<file path="config.mk">
export PLATFORM = sky130hd
export DESIGN_NAME = rx_header_sequencer_ble
export DESIGN_NICKNAME = d
export VERILOG_FILES = /design/src/rtl/ble_rx_pkg.sv /design/src/rtl/rx_hdr_bit_counter_ble.sv /design/src/rtl/rx_header_sequencer_ble.sv
export SDC_FILE = /design/constraint.sdc
export NUM_CORES = 1
export LEC_CHECK = 0
export ABC_AREA = 1
export CORE_MARGIN = 1.5
export CORE_UTILIZATION = 53
export DETAILED_ROUTE_END_ITERATION = 16
export PLACE_DENSITY_LB_ADDON = 0.3
export SYNTH_ARGS = -nofsm -noshare
export SYNTH_HDL_FRONTEND = slang
export SYNTH_SLANG_ARGS = --single-unit
</file>
<file path="constraint.sdc">
create_clock -name clk -period 3.2 [get_ports clk]
set_clock_uncertainty 0.1 [all_clocks]
set_input_delay 0.64 -clock clk [delete_from_list [all_inputs] [get_ports clk]]
set_output_delay 0.64 -clock clk [all_outputs]
set_load 0.02 [all_outputs]
</file>
<file path="src/rtl/ble_rx_pkg.sv">
// rtl/ble_rx_pkg.sv - shared constants and state encoding for the BLE RX header sequencer
package ble_rx_pkg;
  localparam int NB_W_DEF           = 16;
  localparam int NA_W_DEF           = 14;
  localparam int HEC_BITS           = 8;
  localparam int TIMEOUT_CYCLES_DEF = 4096;

  localparam logic [2:0] S_IDLE   = 3'd0;
  localparam logic [2:0] S_LOAD   = 3'd1;
  localparam logic [2:0] S_DRAIN  = 3'd2;
  localparam logic [2:0] S_CHECK  = 3'd3;
  localparam logic [2:0] S_REPORT = 3'd4;
endpackage

</file>
<file path="src/rtl/rx_hdr_bit_counter_ble.sv">
// rtl/rx_hdr_bit_counter_ble.sv - loadable up-counter with equality flag (bit count and watchdog)
module rx_hdr_bit_counter_ble #(
  parameter int W = 16
) (
  input  logic         clk,
  input  logic         reset,
  input  logic         i_load,
  input  logic [W-1:0] i_load_val,
  input  logic         i_inc,
  input  logic [W-1:0] i_cmp_val,
  output logic [W-1:0] o_count,
  output logic         o_eq
);
  logic [W-1:0] r_count;

  always_ff @(posedge clk) begin
    if (!reset) begin
      r_count <= '0;
    end else if (i_load) begin
      r_count <= i_load_val;
    end else if (i_inc) begin
      r_count <= r_count + W'(1);
    end
  end

  assign o_count = r_count;
  assign o_eq    = (r_count == i_cmp_val);
endmodule

</file>
<file path="src/rtl/rx_header_sequencer_ble.sv">
// rtl/rx_header_sequencer_ble.sv - sequences one BLE RX header through FIFO + de-HEC; watchdog via RX_HDR_SEQ_TIMEOUT_EN
module rx_header_sequencer_ble
  import ble_rx_pkg::*;
#(
  parameter int NB_W           = NB_W_DEF,
  parameter int NA_W           = NA_W_DEF,
  parameter int TIMEOUT_CYCLES = TIMEOUT_CYCLES_DEF
) (
  input  logic            clk,
  input  logic            reset,
  input  logic            start,
  input  logic            abort,
  input  logic [NB_W-1:0] n_bits_cfg,
  input  logic [7:0]      uap_dci_cfg,
  input  logic            rx_valid,
  input  logic            rx_bit,
  output logic            dp_valid_in,
  output logic            dp_data_in,
  output logic            dp_enable,
  output logic [7:0]      dp_uap_dci,
  output logic [NB_W-1:0] dp_n_bits,
  input  logic            dp_finished,
  input  logic            dp_flag,
  input  logic [NA_W-1:0] dp_num_after_hec,
  output logic            busy,
  output logic            done,
  output logic            hec_ok,
  output logic            len_err,
  output logic            timeout_err
);
  logic [2:0]      r_state;
  logic [2:0]      w_next;
  logic [NB_W-1:0] r_n_bits;
  logic [7:0]      r_uap_dci;
  logic            r_hec_ok;
  logic            r_len_err;
  logic            r_timeout_err;
  logic [NB_W-1:0] w_bit_cnt;
  logic            w_bit_eq;
  logic            w_bit_inc;
  logic            w_last_bit;
  logic            w_wd_exp;
  logic            w_start_ok;
  logic [NB_W-1:0] w_exp_len;

  assign w_start_ok = start && !abort;
  assign w_bit_inc  = (r_state == S_LOAD) && rx_valid;
  // Compare against n-1 so the bit that reaches n_bits ends LOAD in its own cycle.
  assign w_last_bit = w_bit_inc && w_bit_eq;
  assign w_exp_len  = r_n_bits - NB_W'(HEC_BITS);

  rx_hdr_bit_counter_ble #(.W(NB_W)) u_bit_cnt (
    .clk        (clk),
    .reset      (reset),
    .i_load     (r_state == S_IDLE),
    .i_load_val ('0),
    .i_inc      (w_bit_inc),
    .i_cmp_val  (r_n_bits - NB_W'(1)),
    .o_count    (w_bit_cnt),
    .o_eq       (w_bit_eq)
  );

`ifdef RX_HDR_SEQ_TIMEOUT_EN
  localparam int WD_W = $clog2(TIMEOUT_CYCLES) + 1;
  logic [WD_W-1:0] w_wd_cnt;
  logic            w_wd_eq;

  rx_hdr_bit_counter_ble #(.W(WD_W)) u_wd_cnt (
    .clk        (clk),
    .reset      (reset),
    .i_load     (r_state != S_DRAIN),
    .i_load_val ('0),
    .i_inc      ((r_state == S_DRAIN) && !w_wd_eq),
    .i_cmp_val  (WD_W'(TIMEOUT_CYCLES)),
    .o_count    (w_wd_cnt),
    .o_eq       (w_wd_eq)
  );
  assign w_wd_exp = (r_state == S_DRAIN) && w_wd_eq;
`else
  assign w_wd_exp = 1'b0;
`endif

  always_ff @(posedge clk) begin
    if (!reset) begin
      r_state <= S_IDLE;
    end else begin
      r_state <= w_next;
    end
  end

  always_comb begin
    w_next = r_state;
    case (r_state)
      S_IDLE: begin
        if (w_start_ok) w_next = (n_bits_cfg != '0) ? S_LOAD : S_REPORT;
      end
      S_LOAD: begin
        if (abort)           w_next = S_IDLE;
        else if (w_last_bit) w_next = S_DRAIN;
      end
      S_DRAIN: begin
        if (abort)            w_next = S_IDLE;
        else if (dp_finished) w_next = S_CHECK;
        else if (w_wd_exp)    w_next = S_REPORT;
      end
      S_CHECK:  w_next = abort ? S_IDLE : S_REPORT;
      S_REPORT: w_next = S_IDLE;
      default:  w_next = S_IDLE;
    endcase
  end

  always_comb begin
    dp_valid_in = (r_state == S_LOAD) && rx_valid;
    dp_data_in  = (r_state == S_LOAD) && rx_bit;
    dp_enable   = (r_state == S_DRAIN) && !w_wd_exp;
    busy        = (r_state != S_IDLE);
    done        = (r_state == S_REPORT);
  end

  // Status registers change only on entry to REPORT, so they hold between done pulses.
  always_ff @(posedge clk) begin
    if (!reset) begin
      r_n_bits      <= '0;
      r_uap_dci     <= '0;
      r_hec_ok      <= 1'b0;
      r_len_err     <= 1'b0;
      r_timeout_err <= 1'b0;
    end else begin
      if (r_state == S_IDLE && w_start_ok && n_bits_cfg != '0) begin
        r_n_bits  <= n_bits_cfg;
        r_uap_dci <= uap_dci_cfg;
      end
      if (r_state != S_REPORT && w_next == S_REPORT) begin
        r_hec_ok      <= (r_state == S_CHECK) && !dp_flag;
        r_len_err     <= (r_state == S_IDLE) ||
                         ((r_state == S_CHECK) && (dp_num_after_hec != w_exp_len[NA_W-1:0]));
        r_timeout_err <= (r_state == S_DRAIN);
      end
    end
  end

  assign dp_n_bits   = r_n_bits;
  assign dp_uap_dci  = r_uap_dci;
  assign hec_ok      = r_hec_ok;
  assign len_err     = r_len_err;
  assign timeout_err = r_timeout_err;

  logic w_unused;
  assign w_unused = ^w_bit_cnt;
endmodule

</file>
==> out/results.env, run 1 <==
STATUS='finished clean'
FINAL-MAX-SLEW-VIOLATION-COUNT=0
DETAILROUTE.VIA_COUNT=3288
SYNTH.YOSYS.SEQ_AREA_SHARE_PCT=30.8
WORST_EP_REQUIRED_TIME_NS=2.46
NUMBER_OF_SEARCH_AND_REPAIR_ITERATIONS_IN_THE_FIRST_DETAILED_ROUTING_PASS=6
TNS_NS=0
R2R_SLACK_NS=0.89
CTSROOTBUFFERMASTER='sky130_fd_sc_hd__clkbuf_8'
FINALCRITICALPERIOD_NS=2.75
WORST_SETUP_PATH_ENDPOINT='dp_valid_in'
CLKSLEWWORSTSETUPHOLDPATHS_NS=0.08
P_PER_AREA_mW_PER_MM2=378
ROUTE.DETAILED.VIAS_PER_INST=5.25
POSTROUTEANTENNANETS=0
ROUTE.FINAL.WIRE_LENGTH_MICRONS=8370
CRITICAL_PATH.STARTPOINT='rx_valid'
DIE_WIDTH_MICRONS=78.1
FINAL_LAYOUT_SIZE_SUFFIX_GT1_SHARE_PCT=6.68
R2R_STARTPOINT='dp_n_bits[3]$_SDFFE_PN0P_'
WORSTSETUPENDPOINTTYPE='primary output'
CTS_TREE='done'
MAXCLOCKFREQUENCY_MHz=364
GRTUSAGETOTAL_PCT=28.7
HTREE_LEVELS=2
TIMING.CRITICAL_PATH.FANOUT_MAX=5
CTS-HOLD-FIX-BUFFERS=0
MAXCAPVIOLATIONS=0
SETUP_VIOL=0
SYNTH_ASYNC_SR_FLOP_SHARE_PCT=0
YOSYS_WARNINGS=0
RSZ0062_AT_GRT='false'
ANTENNA_FOUND_INITIAL=0
LARGEST_NET_DEGREE_AT_THE_START_OF_GLOBAL_ROUTING=28
POST_CTS.RESIZED_INSTANCES=0
CLOCK_TREE.BUFFER_DEPTH=2
SYN-NUM-NETS=523
SYNTHXORXNORAREAFRAC_PCT=8.36
INITIAL_UTILIZATION_PCT=54.7
SYNTH.CELL_AREA_SQ_MM=0.00299
CLOCK_SINK_COUNT=46
TRITONCTS.NUM_BUFFERS=5
FINISH.NET_COUNT=602
NUMBER_OF_ENABLE_TYPE_REGISTER_CELLS_IN_THE_SYNTHESIZED_NETLIST=0
GRT_FIRST_PASS_WIRELENGTH_MICRONS=14000
MIN-DELAY-PATH-CLASS='flop to flop'
SYNTH.FF_LATCH_COUNT=46
DOMINANTREGCELLSYNTH='sky130_fd_sc_hd__dfxtp_1'
REMAINING_DRC_ERRORS=0
LEAKAGE_nW=1.75
GLOBAL_ROUTE.OVERFLOW_TOTAL=0
WORSTMARGINPINSLEW_NS=0.614
FINAL_CELLS=626
ROUTABILITY_CONG=0.906
DIE_Y_MICRONS=78.1
DESIGN.DIE.AREA_SQ_MM=0.00611
CTS_SETUP_BUFFERS=0
PATH_CLASS='input pin to primary output'
ROUTEDLENGTHMET1_MICRONS=3520
MET3WIRELENGTH_MICRONS=781
IR_WORST_VDD_mV=0.396
R2R.WORST_PATH.CELLS=13
SYNTH.AREA.MUX_SHARE_PCT=0
REPORT.FINAL.HOLD_VIOL_COUNT=0
LAYOUT.CELLS.MOST_COMMON_LIST='sky130_fd_sc_hd__nand2_1, sky130_fd_sc_hd__nor2_1, sky130_fd_sc_hd__clkdlybuf4s50_1'
SYNTH-ADDER-AREA-SHARE_PCT=1.25
SYNTH_CELL_TYPE_COUNT=35
COMBINATIONAL_FAMILY_WITH_THE_MOST_AREA_AFTER_SYNTHESIS='simple AND/OR/NAND/NOR gates'
PERIOD_SHARE_PCT=85.8
TOP_LAYER_USED='met4'
CRIT_PATH_START_KIND='input pin'
VIA_COUNT_OF_THE_FIRST_GLOBAL_ROUTING_PASS=3166
ROW_CNT=27
CP_DATA_ARRIVAL_TIME_NS=2.01
AVERAGE_SIZE_OF_A_MAPPED_CELL_SQ_UM=6.31
CORE_SQ_MM=0.00547
SIMPLE_GATE_PORTION_OF_THE_SYNTHESIZED_AREA_PCT=40.6
MIN_DELAY_PATH_DEPTH=2
SYN_TO_FINAL_GROWTH_PCT=32.1
MAX-SLEW-MARGIN-REL_PCT=59.0
AVGROUTEDWIREPERCELL_MICRONS=13.4
MOSTFREQUENTLAYOUTCELL='sky130_fd_sc_hd__nand2_1'
SYNTH_COMPOUND_AREA_SHARE_PCT=10.1
BUFFER_PORTS.INSERTED=77
REGTOREGENDPOINT='len_err$_SDFFE_PN0P_'
N_ANTENNA_CELL=0
DETAILROUTE.WIRELENGTH.MET2_MICRONS=3840
SYN-INSTANCE-COUNT=474
DRT-INITIAL-DRC-COUNT=498
NUMPLACEDINSTANCES=618
CLK-INSERTION-DELAY-LATE_NS=0.30
PLACE.DETAILED.HPWL_MICRONS=6540
IO_PINS=78
[layout make-up]
| type | count | area, sq um |
|---|---|---|
| well taps | 72 | 90.1 |
| flip-flops and latches | 46 | 921 |
| fillers | 459 | 1520 |
| clock inverters | 3 | 40.0 |
| repair buffers | 81 | 801 |
| inverters | 61 | 229 |
| clock buffers | 5 | 68.8 |
| multi-input cells | 358 | 1810 |
[cells in the mapped netlist (5+ instances only)]
cell type / count / area share [%]
sky130_fd_sc_hd__nor2_1: 81 / 10
sky130_fd_sc_hd__dfxtp_1: 46 / 31
sky130_fd_sc_hd__o21ai_0: 30 / 5.0
sky130_fd_sc_hd__nand3b_1: 6 / 1.5
sky130_fd_sc_hd__nor4_1: 5 / 1.0
sky130_fd_sc_hd__inv_1: 47 / 5.9
sky130_fd_sc_hd__a21oi_1: 21 / 3.5
sky130_fd_sc_hd__nand2_1: 121 / 15
sky130_fd_sc_hd__clkbuf_1: 6 / 0.75
sky130_fd_sc_hd__xor2_1: 14 / 4.1
sky130_fd_sc_hd__inv_2: 12 / 1.5
sky130_fd_sc_hd__xnor2_1: 12 / 3.5
sky130_fd_sc_hd__nand3_1: 31 / 5.2
[state kept, by name (all words and copies together), names as in the netlist]
register	cells
dp_n_bits	16
u_bit_cnt.o_count	16
dp_uap_dci	8
r_state	3
hec_ok	1
len_err	1
timeout_err	1
[worst max-delay path, stage by stage]
cell and delay (ns):
sky130_fd_sc_hd__clkdlybuf4s50_1 0.48, sky130_fd_sc_hd__inv_1 0.09, sky130_fd_sc_hd__nor2_8 0.17, sky130_fd_sc_hd__clkdlybuf4s50_1 0.62
[cell families (layout without fill, tap and decap cells)]
group | count (synthesis) | after routing
AO/OA/AOI/OAI | 58 | 58
XOR/XNOR | 27 | 27
adder cells (fa/ha/maj) | 3 | 3
buffers and inverters | 70 | 150
flip-flops | 46 | 46
AND/OR/NAND/NOR | 270 | 270
[metal layers]
layer  vias to the layer above  global-route usage [%]
li1                       1654                       -
met1                      1433                    36.0
met2                       179                    48.3
met3                        22                    5.47
met4                         0                    11.8
met5                         -                       0
[where the power goes]
part	internal [mW]	total [mW]	switching [mW]	leakage, nW
logic	0.197	0.442	0.245	1.32
clock network	0.230	0.426	0.196	0.0579
registers	0.595	0.629	0.0344	0.375
total	1.02	1.50	0.475	1.75
[through the flow]
stage / setup WS, ns / power [mW] / util [%] / hold WS [ns] / instance area [sq um]
2_1_floorplan: 1.25 / 0.906 / - / 0.378 / 2990
6_report: 0.453 / 1.50 / 72.3 / 0.341 / 3960
3_3_place_gp: 0.452 / 1.06 / 70.3 / 0.330 / 3850
3_5_place_dp: 0.440 / 1.08 / 70.3 / 0.330 / 3850
4_1_cts: 0.441 / 1.49 / 72.3 / 0.344 / 3960
5_1_grt: 0.423 / 1.58 / 72.3 / 0.409 / 3960
[worst min-delay path by stage]
stage,start,end
detailed placement,timeout_err$_SDFFE_PN0P_,timeout_err$_SDFFE_PN0P_
global placement,timeout_err$_SDFFE_PN0P_,timeout_err$_SDFFE_PN0P_
CTS,timeout_err$_SDFFE_PN0P_,timeout_err$_SDFFE_PN0P_
global route,timeout_err$_SDFFE_PN0P_,timeout_err$_SDFFE_PN0P_
floorplan,u_bit_cnt.o_count[6]$_SDFFE_PP0P_,u_bit_cnt.o_count[6]$_SDFFE_PP0P_
finish,timeout_err$_SDFFE_PN0P_,timeout_err$_SDFFE_PN0P_
No activity file was read; power rests on OpenSTA's default activity.
==> run 2: changes to the inputs <==
Settings changed: CORE_UTILIZATION 53 to 49.
Clock period 3.2 ns to 2.8 ns, I/O delays scaled along.
==> out/results.env, run 2 (synthesis gave the netlist of run 1 again) <==
POSTROUTEANTENNANETS=0
CP_DATA_ARRIVAL_TIME_NS=1.86
CRIT_PATH_START_KIND='input pin'
FINISH.NET_COUNT=604
WORST_PATH_LARGEST_CELL_DELAY_NS=0.61
CLOCK_POWER_SHARE_PCT=28.9
VIA_COUNT_OF_THE_FIRST_GLOBAL_ROUTING_PASS=3049
P_SW_mW=0.544
CELLINTERNALPOWER_mW=1.17
TNS_NS=0
PATH_CLASS='input pin to primary output'
FILLERS=513
R2R_STARTPOINT='dp_n_bits[3]$_SDFFE_PN0P_'
N_ANTENNA_CELL=0
CRITPATHTOPFAMILY='buffers and inverters'
TRITONCTS.NUM_BUFFERS=5
HTREE_LEVELS=2
MOSTFREQUENTLAYOUTCELL='sky130_fd_sc_hd__nand2_1'
CRITICAL_PATH.CELL_CHAIN='clkdlybuf4s50_1 -> inv_1 -> nor2_8 -> clkdlybuf4s50_1'
IR_WORST_VDD_mV=0.344
DRT-INITIAL-DRC-COUNT=177
CORE_SQ_MM=0.00592
CTS_TREE='done'
FINALCRITICALPERIOD_NS=2.52
PERIOD_SHARE_PCT=90.2
CTSROOTBUFFERMASTER='sky130_fd_sc_hd__clkbuf_8'
SETUP_VIOL=0
WORST_EP_REQUIRED_TIME_NS=2.14
GRT_FIRST_PASS_WIRELENGTH_MICRONS=13300
CP.BUFFERS_INVERTERS=3
UTILIZATION_PCT=67.1
DIE_Y_MICRONS=81.2
CRIT_PATH_CELL_COUNT=4
LARGEST_NET_DEGREE_AT_THE_START_OF_GLOBAL_ROUTING=28
POST-ROUTE-WORST-SETUP-SLACK_NS=0.275
WORST_SETUP_PATH_ENDPOINT='dp_valid_in'
POWER_FRAC_SEQ_PCT=41.9
TIMING.CRITICAL_PATH.MODE_CELL='sky130_fd_sc_hd__clkdlybuf4s50_1'
INITIAL_UTILIZATION_PCT=50.5
CLOCK_SINK_COUNT=46
IO_PINS=78
NUMBER_OF_SEARCH_AND_REPAIR_ITERATIONS_IN_THE_FIRST_DETAILED_ROUTING_PASS=5
R2R.WORST_PATH.CELLS=14
DETAILROUTE.VIA_COUNT=3237
AVGROUTEDWIREPERCELL_MICRONS=12.7
ROUTE.DETAILED.VIAS_PER_INST=5.13
ROUTE.FINAL.WIRE_LENGTH_MICRONS=8030
TIMING.CRITICAL_PATH.FANOUT_MAX=2
MAXCAPVIOLATIONS=0
REGTOREGENDPOINT='r_state[1]$_SDFF_PN0_'
FINAL-MAX-SLEW-VIOLATION-COUNT=0
CTS-HOLD-FIX-BUFFERS=0
MIN_DELAY_PATH_DEPTH=2
LEAKAGE_nW=1.76
GLOBAL_ROUTE.OVERFLOW_TOTAL=0
ROUTABILITY_CONG=0.894
ANTENNA_FOUND_INITIAL=0
POST_CTS.RESIZED_INSTANCES=0
RSZ0062_AT_GRT='false'
DESIGN.DIE.AREA_SQ_MM=0.00659
WORSTMARGINPINSLEW_NS=0.566
CLK-INSERTION-DELAY-LATE_NS=0.30
CTS_SETUP_BUFFERS=0
CLKSLEWWORSTSETUPHOLDPATHS_NS=0.08
REMAINING_DRC_ERRORS=0
LAYOUT.CELLS.MOST_COMMON_LIST='sky130_fd_sc_hd__nand2_1, sky130_fd_sc_hd__nor2_1, sky130_fd_sc_hd__clkdlybuf4s50_1'
BUFFER_PORTS.INSERTED=77
DP_SLACK_NS=0.265
WORSTSETUPENDPOINTTYPE='primary output'
DIE_WIDTH_MICRONS=81.2
REPORT.FINAL.HOLD_VIOL_COUNT=0
COMBINATIONAL_CELL_FRACTION_OF_TOTAL_POWER_PCT=29.2
POWER_SWITCHING_SHARE_PCT=31.7
ROW_CNT=28
MAX-SLEW-MARGIN-REL_PCT=62.2
R2R_SLACK_NS=0.57
MAXCLOCKFREQUENCY_MHz=396
SYN_TO_FINAL_GROWTH_PCT=32.8
CRITICAL_PATH.SLOWEST_CELL='sky130_fd_sc_hd__clkdlybuf4s50_1'
CRITICAL_PATH.STARTPOINT='rx_valid'
GRTUSAGETOTAL_PCT=25.8
MIN-DELAY-PATH-CLASS='flop to flop'
PLACE.DETAILED.HPWL_MICRONS=6450
STATUS='finished clean'
FINAL_LAYOUT_SIZE_SUFFIX_GT1_SHARE_PCT=6.83
CLOCK_TREE.BUFFER_DEPTH=2
P_PER_AREA_mW_PER_MM2=432
==> run 2: changes by cell type in the layout (fill, tap and decap cells not counted), sizes merged <==
cell	before	now
clkinv	4	2
buf	4	6
clkbuf	5	6
clkinvlp	0	1
==> run 2: worst register-to-register path: cells and delay by family, from the launching register on <==
family | cells | cell delay (ns)
adders and majority gates | 1 | 0.34
buffers and inverters | 1 | 0.12
DFF | 1 | 0.39
and+or+nand+nor | 12 | 1.22
==> run 2: worst min-delay path by stage <==
stage                                 startpoint                           endpoint
2_1_floorplan  u_bit_cnt.o_count[6]$_SDFFE_PP0P_  u_bit_cnt.o_count[6]$_SDFFE_PP0P_
3_3_place_gp            timeout_err$_SDFFE_PN0P_           timeout_err$_SDFFE_PN0P_
3_5_place_dp            timeout_err$_SDFFE_PN0P_           timeout_err$_SDFFE_PN0P_
4_1_cts                 timeout_err$_SDFFE_PN0P_           timeout_err$_SDFFE_PN0P_
5_1_grt                 timeout_err$_SDFFE_PN0P_           timeout_err$_SDFFE_PN0P_
6_report                timeout_err$_SDFFE_PN0P_           timeout_err$_SDFFE_PN0P_
==> run 2: layout make-up <==
type,instances,area [sq um],share of cell area [%]
multi-input combinational,358,1810,45.4
clock inverter,2,37.5,0.944
sequential,46,921,23.2
tap,75,93.8,2.36
clock buffer,6,72.6,1.83
timing repair buffer,83,816,20.5
inverter,61,229,5.76
==> run 2: per-stage QoR <==
stage	total power, mW	instances	area, sq um	hold slack [ns]
6_report	1.72	631	3980	0.342
5_1_grt	1.81	631	3980	0.391
4_1_cts	1.72	631	3980	0.344
3_5_place_dp	1.23	623	3860	0.327
3_3_place_gp	1.22	623	3860	0.330
2_1_floorplan	1.04	474	2990	0.378
==> run 2: power groups by stage <==
stage          combinational [mW]  sequential [mW]  clock [mW]
3_3_place_gp                0.487            0.732           0
5_1_grt                     0.563            0.723       0.523
6_report                    0.501            0.719       0.496
2_1_floorplan               0.283            0.753           0
3_5_place_dp                0.496            0.733           0
4_1_cts                     0.499            0.718       0.499
==> run 2: per-layer routing <==
metal / global-route usage [%] / vias to the layer above / part of all wire, %
met4: 11.7 / 0 / 2.7
met3: 4.16 / 18 / 7.1
met1: 31.8 / 1429 / 45
met5: 0 / - / 0
met2: 43.9 / 136 / 45
li1: - / 1654 / -
==> run 3: changes to the inputs <==
Settings changed: CORE_ASPECT_RATIO set to 1.4.
==> out/results.env, run 3 (synthesis gave the netlist of run 1 again) <==
IR_WORST_VDD_mV=0.381
GRT_FIRST_PASS_WIRELENGTH_MICRONS=14200
LAYOUT.CELLS.MOST_COMMON_LIST='sky130_fd_sc_hd__nand2_1, sky130_fd_sc_hd__nor2_1, sky130_fd_sc_hd__clkdlybuf4s50_1'
GLOBAL_ROUTE.OVERFLOW_TOTAL=0
FINAL_INSTANCE_AREA_SQ_MM=0.00397
CTS_TREE='done'
MULTIINPUTGATEAREA_SQ_MM=0.00181
WORSTMARGINPINSLEW_NS=0.618
CRITICAL_PATH.STARTPOINT='rx_valid'
MAXCLOCKFREQUENCY_MHz=395
ROUTABILITY_CONG=0.908
LEAKAGE_nW=1.76
CELLINTERNALPOWER_mW=1.16
CORE_SQ_MM=0.00586
CRITICAL_PATH.CELL_CHAIN='clkdlybuf4s50_1 -> inv_1 -> nor2_8 -> clkdlybuf4s50_1'
POWER_FRAC_SEQ_PCT=42.4
CRIT_PATH_START_KIND='input pin'
IO_PINS=78
CP_DATA_ARRIVAL_TIME_NS=1.87
FILLERS=539
FINISH.NET_COUNT=602
MAX-SLEW-MARGIN-REL_PCT=58.7
PLACED_AREA_SQ_MM=0.00386
LARGEST_NET_DEGREE_AT_THE_START_OF_GLOBAL_ROUTING=38
MIN-DELAY-PATH-CLASS='flop to flop'
FINAL_LAYOUT_SIZE_SUFFIX_GT1_SHARE_PCT=6.68
BUFFER_PORTS.INSERTED=77
SETUP_VIOL=0
DESIGN.DIE.AREA_SQ_MM=0.00659
ANTENNA_FOUND_INITIAL=0
DIE_WIDTH_MICRONS=69.1
PERIOD_SHARE_PCT=90.5
FINAL-MAX-SLEW-VIOLATION-COUNT=0
TNS_NS=0
SYN_TO_FINAL_GROWTH_PCT=32.5
RSZ0062_AT_GRT='false'
TIMING.CRITICAL_PATH.FANOUT_MAX=2
CRITPATHTOPFAMILY='buffers and inverters'
P_SW_mW=0.536
COMBINATIONAL_CELL_FRACTION_OF_TOTAL_POWER_PCT=29.9
P_PER_AREA_mW_PER_MM2=427
TRITONCTS.NUM_BUFFERS=5
PATH_CLASS='input pin to primary output'
DRT-INITIAL-DRC-COUNT=158
R2R_STARTPOINT='dp_n_bits[3]$_SDFFE_PN0P_'
ROW_CNT=33
DIE_Y_MICRONS=95.5
MOSTFREQUENTLAYOUTCELL='sky130_fd_sc_hd__nand2_1'
CRITICAL_PATH.SLOWEST_CELL='sky130_fd_sc_hd__clkdlybuf4s50_1'
CTS_SETUP_BUFFERS=0
FINALCRITICALPERIOD_NS=2.53
POSTROUTEANTENNANETS=0
ROUTE.DETAILED.VIAS_PER_INST=5.15
MAXCAPVIOLATIONS=0
AVGROUTEDWIREPERCELL_MICRONS=13.4
POST_CTS.RESIZED_INSTANCES=0
CTS-HOLD-FIX-BUFFERS=0
CP.BUFFERS_INVERTERS=3
CLK-INSERTION-DELAY-LATE_NS=0.29
VIA_COUNT_OF_THE_FIRST_GLOBAL_ROUTING_PASS=3112
DETAILROUTE.VIA_COUNT=3215
STATUS='finished clean'
TIMING.CRITICAL_PATH.MODE_CELL='sky130_fd_sc_hd__clkdlybuf4s50_1'
INITIAL_UTILIZATION_PCT=51.0
ROUTE.FINAL.WIRE_LENGTH_MICRONS=8390
CTSROOTBUFFERMASTER='sky130_fd_sc_hd__clkbuf_8'
POWER_SWITCHING_SHARE_PCT=31.7
WORST_PATH_LARGEST_CELL_DELAY_NS=0.61
REPORT.FINAL.HOLD_VIOL_COUNT=0
REMAINING_DRC_ERRORS=0
CLOCK_POWER_SHARE_PCT=27.7
CLOCK_TREE.BUFFER_DEPTH=2
CLKSLEWWORSTSETUPHOLDPATHS_NS=0.08
CLOCK_SINK_COUNT=46
GRTUSAGETOTAL_PCT=26.6
NUMBER_OF_SEARCH_AND_REPAIR_ITERATIONS_IN_THE_FIRST_DETAILED_ROUTING_PASS=4
HTREE_LEVELS=2
WORSTSETUPENDPOINTTYPE='primary output'
WORST_EP_REQUIRED_TIME_NS=2.14
PLACE.DETAILED.HPWL_MICRONS=6740
N_ANTENNA_CELL=0
HOLDCRITSTARTPOINT='timeout_err$_SDFFE_PN0P_'
SEQCELLAREA_SQ_UM=921
==> run 3: cell types whose count changed in the layout (fill, tap and decap cells not counted) <==
cell                         change
sky130_fd_sc_hd__clkbuf_1        -1
sky130_fd_sc_hd__buf_12          +1
sky130_fd_sc_hd__clkinvlp_4      -1
sky130_fd_sc_hd__buf_4           -3
sky130_fd_sc_hd__bufinv_16       -1
sky130_fd_sc_hd__clkbuf_8        +3
==> run 3: power groups by stage <==
stage          logic, mW  clock network (mW)  registers (mW)
3_5_place_dp       0.502                   0           0.732
6_report           0.505               0.469           0.718
2_1_floorplan      0.283                   0           0.753
5_1_grt            0.569               0.505           0.723
4_1_cts            0.505               0.475           0.717
3_3_place_gp       0.492                   0           0.732
==> run 3: metrics by stage <==
stage / hold WS (ns) / instances / util (%) / total power, mW / worst slack, ns
after global routing: 0.364 / 624 / 67.6 / 1.80 / 0.210
after detailed placement: 0.332 / 616 / 65.8 / 1.23 / 0.251
after CTS: 0.348 / 624 / 67.6 / 1.70 / 0.253
final: 0.346 / 624 / 67.6 / 1.69 / 0.266
after global placement: 0.329 / 616 / 65.8 / 1.22 / 0.249
after floorplan: 0.378 / 474 / - / 1.04 / 0.847
==> run 3: worst paths after layout <==
check	to	slack, ns	depth (start not counted)
worst max-delay path	dp_valid_in	0.27	4
worst min-delay path	timeout_err$_SDFFE_PN0P_	0.35	2
worst max register to register	r_state[1]$_SDFF_PN0_	0.50	14
worst min register to register	timeout_err$_SDFFE_PN0P_	0.35	2
==> run 3: worst register-to-register path, cell delays in order, from the launching register on <==
cell	delay, ns
sky130_fd_sc_hd__dfxtp_1	0.39
sky130_fd_sc_hd__inv_2	0.12
sky130_fd_sc_hd__ha_1	0.35
sky130_fd_sc_hd__nand2_1	0.09
sky130_fd_sc_hd__nor2_1	0.28
sky130_fd_sc_hd__nand3_1	0.11
sky130_fd_sc_hd__nand2_1	0.07
sky130_fd_sc_hd__nand2_1	0.05
sky130_fd_sc_hd__nor2_1	0.08
sky130_fd_sc_hd__nand3_1	0.08
sky130_fd_sc_hd__nor2_1	0.14
sky130_fd_sc_hd__nand3_1	0.14
sky130_fd_sc_hd__nand2_1	0.09
sky130_fd_sc_hd__nand2_1	0.05
sky130_fd_sc_hd__nor2_1	0.07
==> run 3: cell type report <==
type / instances / share of cell area, %
repair buffers: 81 / 20.5
multi-input cells: 358 / 45.5
well taps: 70 / 2.21
flip-flops and latches: 46 / 23.2
clock buffers: 8 / 2.78
inverters: 61 / 5.77
==> run 3: metal layers <==
metal / track usage, % / vias to the layer above / part of all wire [%]
met4: 11.3 / 0 / 3.1
met1: 30.8 / 1421 / 41
met2: 49.2 / 119 / 50
li1: - / 1654 / -
met5: 0 / - / 0
met3: 3.38 / 21 / 5.5
==> variant 1, RTL diff (flow settings as in run 3) <==
Change the package constant `NA_W_DEF` from 14 to 10.
--- a/src/rtl/ble_rx_pkg.sv
+++ b/src/rtl/ble_rx_pkg.sv
@@ -3,3 +3,3 @@
   localparam int NB_W_DEF           = 16;
-  localparam int NA_W_DEF           = 14;
+  localparam int NA_W_DEF           = 10;
   localparam int HEC_BITS           = 8;
Interface: changed (resized dp_num_after_hec); port bits go from 78 to 74. The function was not compared with the original's and may differ.
==> variant 1 against run 3 <==
  * Wire length fell by 7.3%
  * Cell area fell by 4.9%
  * Power fell by 2.4%
  * Critical path type unchanged
  * Synthesized area fell by 4.3%
  * Sequential cell count did not move
  * Core utilization rose by 0.11 points
  * Combinational power fell by 14%
  * Critical endpoint unchanged
  * Highest routed layer unchanged
  * Setup slack improved by 72 ps
==> variant 1: results (changes against run 3) <==
power:
  power.ir.vdd_worst_uv: 272  # was 381 uV
  power.static_leakage_uw: 0.00164  # was 0.00176 uW
clocking:
  cts.clk_slew.worst_paths_ps: 90
  cts-root-to-sink-buffers: 2  # unchanged
  cts-root-buf: "sky130_fd_sc_hd__clkbuf_8"  # unchanged
  cts_made_buffers: 5  # unchanged
  ctsHtreeMaxLevel: 2  # unchanged
  cts_repair_resize_count: 0  # unchanged
  post_cts_repair_timing_setup_buffer_count: 0  # unchanged
  holdBufCountCts: 0  # unchanged
  clock_latency_ps: 300
synth:
  async_flop_share_pct: 0  # unchanged
  main_synth_ff_type: "sky130_fd_sc_hd__dfxtp_1"  # unchanged
  ys_seq_area_share_pct: 32.2  # was 30.8%
  netlist_top_cells_count: "111 x sky130_fd_sc_hd__nand2_1, 78 x sky130_fd_sc_hd__nor2_1, 49 x sky130_fd_sc_hd__inv_1"  # was 121 x sky130_fd_sc_hd__nand2_1, 81 x sky130_fd_sc_hd__nor2_1, 47 x sky130_fd_sc_hd__inv_1
  yosys_warnings: 0  # unchanged
  leading_post_synthesis_cells_by_cell_area: "sky130_fd_sc_hd__dfxtp_1 32%, sky130_fd_sc_hd__nand2_1 15%, sky130_fd_sc_hd__nor2_1 10%"  # was sky130_fd_sc_hd__dfxtp_1 31%, sky130_fd_sc_hd__nand2_1 15%, sky130_fd_sc_hd__nor2_1 10%
  syn-num-nets: 489  # was 523
  synth_cell_type_count: 34  # was 35
cells_and_area:
  final.fill_count: 487  # was 539
  antenna_cells_inserted: 0  # unchanged
  final_layout_net_count: 564  # was 602
  final_core_utilization_pct: 67.8  # was 67.6%
  drive_gt1_share_pct: 7.12  # was 6.68%
global_route:
  wire_length_of_the_first_global_routing_pass_mm: 12.8  # was 14.2 mm
  first_global_vias: 2938  # was 3112
  grt_max_degree: 31  # was 38
  all_layer_gr_usage_pct: 26.3  # was 26.6%
  grt_antenna_before_repair: 0  # unchanged
drt:
  drt_pre_antenna_iters: 4  # unchanged
  drtIter0Drc: 219  # was 158
  route.detailed.wl_per_inst_um: 13.2  # was 13.4 um
  avgViaCountPerCell: 5.18  # was 5.15
placed_design:
  detailed_place_hpwl_mm: 6.08  # was 6.74 mm
  gp_congestion: 0.923  # was 0.908
  placement.io_buffers: 73  # was 77
  post_dp_cell_area_mm2: 0.00366  # was 0.00386 mm2
  placement.setup.worst_slack_ps: 117  # was 251 ps
worst_hold_path:
  timing.hold.worst.class: "flip-flop to flip-flop"  # unchanged
worst_setup_path:
  critPathSlowestCell: "sky130_fd_sc_hd__clkdlybuf4s50_1"  # unchanged
  critical_path.max_stage_delay_ps: 600
  critical_path.top_delay_family: "buffers and inverters"  # unchanged
  path_max_fanout: 2  # unchanged
status:
  status: "completed"  # unchanged
sta:
  worst_pin_slew_ps: 587  # was 618 ps
  timing.final.max_slew_violations: 0  # unchanged
-- variant 1: final cells by class --
type	instances	share of cell area, %
Timing Repair Buffer	76	20.0
Inverter	53	5.28
Multi-Input combinational cell	337	45.2
Sequential cell	46	24.4
Tap cell	68	2.26
Clock buffer	6	1.92
Clock inverter	2	0.995
-- variant 1: tightest hold or removal path, cell delays in order (launching register included) --
cell and delay [ps]:
sky130_fd_sc_hd__dfxtp_1 320, sky130_fd_sc_hd__nand2_1 60, sky130_fd_sc_hd__nor2_1 30
-- variant 1: final timing paths --
check,from,to,slack [ps],depth (start not counted)
max,rx_valid,dp_valid_in,340,4
min,timeout_err,timeout_err,340,2
max reg2reg,dp_n_bits[3],len_err,700,11
min reg2reg,timeout_err,timeout_err,340,2
-- variant 1: kinds of logic after synthesis --
logic type	synth area share, %
AO/OA/AOI/OAI	11.8
AND/OR/NAND/NOR	39.0
buffers and inverters	8.39
adder cells (fa/ha/maj)	1.31
flip-flops	32.2
XOR/XNOR	7.34
-- variant 1: routing by layer --
layer,track usage [%],vias to the layer above,share of wire [%]
li1,-,1554,-
met5,0,-,0
met4,11.6,0,3.0
met1,29.5,1373,40
met3,6.38,23,5.9
met2,45.7,94,51
-- variant 1: power breakdown --
| group | internal (uW) | total [uW] | switching [uW] | leakage, uW |
|---|---|---|---|---|
| clock | 267 | 503 | 236 | 0.0000514 |
| combinational | 197 | 435 | 238 | 0.00121 |
| sequential | 680 | 714 | 34.6 | 0.000375 |
-- variant 1: metrics by stage --
step                power (uW)  hold WS, ps  std cells
finish                    1650          342        588
global placement          1150          326        580
floorplan                  989          381        444
detailed placement        1160          330        580
global route              1740          375        588
CTS                       1650          346        588
==> variant 2, RTL diff (config.mk and constraints of run 3) <==
Made on the original files. Make the reset (`reset`) asynchronous in 3 clocked blocks.
--- a/src/rtl/rx_hdr_bit_counter_ble.sv
+++ b/src/rtl/rx_hdr_bit_counter_ble.sv
@@ -15,3 +15,3 @@
 
-  always_ff @(posedge clk) begin
+  always_ff @(posedge clk or negedge reset) begin
     if (!reset) begin
--- a/src/rtl/rx_header_sequencer_ble.sv
+++ b/src/rtl/rx_header_sequencer_ble.sv
@@ -82,3 +82,3 @@
 
-  always_ff @(posedge clk) begin
+  always_ff @(posedge clk or negedge reset) begin
     if (!reset) begin
@@ -120,3 +120,3 @@
   // Status registers change only on entry to REPORT, so they hold between done pulses.
-  always_ff @(posedge clk) begin
+  always_ff @(posedge clk or negedge reset) begin
     if (!reset) begin
Behaviour: differs if reset is asserted again (counterexample within 4 cycles, from zero or initial values and one cycle with reset low); with reset held inactive, the same outputs for 10 cycles.
==> variant 2 against run 3 <==
  * Synthesized cell count shrank 0.21%
  * Die area up 8.7%
  * Synthesized area grew 9.0%
  * Setup slack worse by 93 ps
  * Sequential share of layout area up 4.1 points
  * Register-to-register slack improved by 120 ps
  * Cell area is 6.4% higher
  * Wire length grew 3.0%
  * Power up 39%
  * Sequential cell count stayed put
  * Via count increased by 2.0%
==> variant 2: results (changes against run 3) <==
placed_design:
  detailed_place_hpwl_mm: 6.78  # was 6.74 mm
  gp_congestion: 0.933  # was 0.908
  post_placement_cell_count: 620  # was 616
  placement.io_buffers: 77  # unchanged
  post_dp_cell_area_mm2: 0.00410  # was 0.00386 mm2
  placement.setup.worst_slack_ps: 168  # was 251 ps
worst_hold_path:
  timing.hold.worst.class: "input port to async pin"  # was flip-flop to flip-flop
synth:
  main_synth_ff_type: "sky130_fd_sc_hd__dfrtp_1"  # was sky130_fd_sc_hd__dfxtp_1
  avgSynthCellArea_um2: 6.90  # was 6.31 um2
  netlist_top_cells_count: "140 x sky130_fd_sc_hd__nand2_1, 74 x sky130_fd_sc_hd__inv_1, 50 x sky130_fd_sc_hd__nor2_1"  # was 121 x sky130_fd_sc_hd__nand2_1, 81 x sky130_fd_sc_hd__nor2_1, 47 x sky130_fd_sc_hd__inv_1
  synth_cell_type_count: 34  # was 35
  async_flop_share_pct: 100  # was 0%
  yosys_warnings: 0  # unchanged
  syn-num-nets: 522  # was 523
  leading_post_synthesis_cells_by_cell_area: "sky130_fd_sc_hd__dfrtp_1 35%, sky130_fd_sc_hd__nand2_1 16%, sky130_fd_sc_hd__inv_1 8.5%"  # was sky130_fd_sc_hd__dfxtp_1 31%, sky130_fd_sc_hd__nand2_1 15%, sky130_fd_sc_hd__nor2_1 10%
  ys_seq_area_share_pct: 35.3  # was 30.8%
worst_setup_path:
  rrSetupSlack_ps: 620  # was 500 ps
  critical_path_arrival_ps: 1970  # was 1870 ps
  path_max_fanout: 7  # was 2
  critical_path.top_delay_family: "buffers and inverters"  # unchanged
  critical_path.max_stage_delay_ps: 610  # about the same
clocking:
  post_cts_repair_timing_setup_buffer_count: 0  # unchanged
  cts-root-buf: "sky130_fd_sc_hd__clkbuf_8"  # unchanged
  clock_latency_ps: 310  # was 290 ps
  cts_made_buffers: 5  # unchanged
  cts-root-to-sink-buffers: 2  # unchanged
  cts.clk_slew.worst_paths_ps: 90
  ctsHtreeMaxLevel: 2  # unchanged
global_route:
  grt_max_degree: 47  # was 38
  grt_antenna_before_repair: 0  # unchanged
  overall_overflow_remaining_after_global_route: 0  # unchanged
  first_global_vias: 3243  # was 3112
  wire_length_of_the_first_global_routing_pass_mm: 14.6  # was 14.2 mm
  all_layer_gr_usage_pct: 25.8  # was 26.6%
sta:
  layout_min_cycle_time_ps: 2630  # was 2530 ps
  fin_worst_hold_slack_ps: 315  # was 346 ps
  maxSlewHeadroom_pct: 32.3  # was 58.7%
cells_and_area:
  final.fill_count: 583  # was 539
  drive_gt1_share_pct: 6.86  # was 6.68%
power:
  switching_power_uw: 901  # was 536 uW
  powerDensity_mw_per_mm2: 556  # was 427 mW/mm2
  power.ir.vdd_worst_uv: 377  # was 381 uV
  power.static_leakage_uw: 0.00208  # was 0.00176 uW
  combPwrFrac_pct: 40.0  # was 29.9%
  clock_power_share_pct: 22.3  # was 27.7%
drt:
  route.vias.total: 3278  # was 3215
  avgViaCountPerCell: 5.22  # was 5.15
  drtIter0Drc: 160  # was 158
  route.detailed.wl_per_inst_um: 13.8  # was 13.4 um
status:
  status: "completed"  # unchanged
variant 2: changes by cell type after synthesis, moves of 11 or more:
cell	delta
sky130_fd_sc_hd__nand2_1	+19
sky130_fd_sc_hd__nor2_1	-31
sky130_fd_sc_hd__dfxtp_1	-46
sky130_fd_sc_hd__inv_1	+27
sky130_fd_sc_hd__dfrtp_1	+46
sky130_fd_sc_hd__inv_2	-11
variant 2: final timing paths:
| check | from | to | depth (start not counted) |
|---|---|---|---|
| setup / recovery | rx_valid | dp_valid_in | 4 |
| hold / removal | reset | dp_uap_dci[3] | 1 |
| setup reg to reg | dp_n_bits[4] | r_state[1] | 12 |
| hold reg to reg | timeout_err | timeout_err | 2 |
| max in group asynchronous | reset | u_bit_cnt.o_count[13] | 1 |
| min in group clk | timeout_err | timeout_err | 2 |
variant 2: logic make-up after synthesis:
kind of cell / after synthesis / share of synthesized area (%)
AND/OR/NAND/NOR: 263 / 36.0
buffers and inverters: 83 / 10.1
AO/OA/AOI/OAI: 50 / 8.01
flip-flops: 46 / 35.3
XOR/XNOR: 20 / 5.79
multiplexers: 8 / 3.68
adder cells (fa/ha/maj): 3 / 1.15
variant 2: final cells by class:
cell class | instances | area [um2] | area share [%]
timing repair buffer | 80 | 788 | 18.7
clock buffer | 5 | 68.8 | 1.63
multi-input combinational | 344 | 1780 | 42.3
sequential | 46 | 1150 | 27.3
inverter | 76 | 287 | 6.79
clock inverter | 3 | 48.8 | 1.16
tap | 74 | 92.6 | 2.19
variant 2: layer usage:
layer	part of all wire (%)	routed length, um	vias to the layer above	GRT usage [%]
met4	3.8	328	0	11.9
met2	50	4360	96	45.1
met3	3.7	318	27	3.55
met5	0	0	-	0
li1	-	-	1655	-
met1	42	3630	1500	31.0
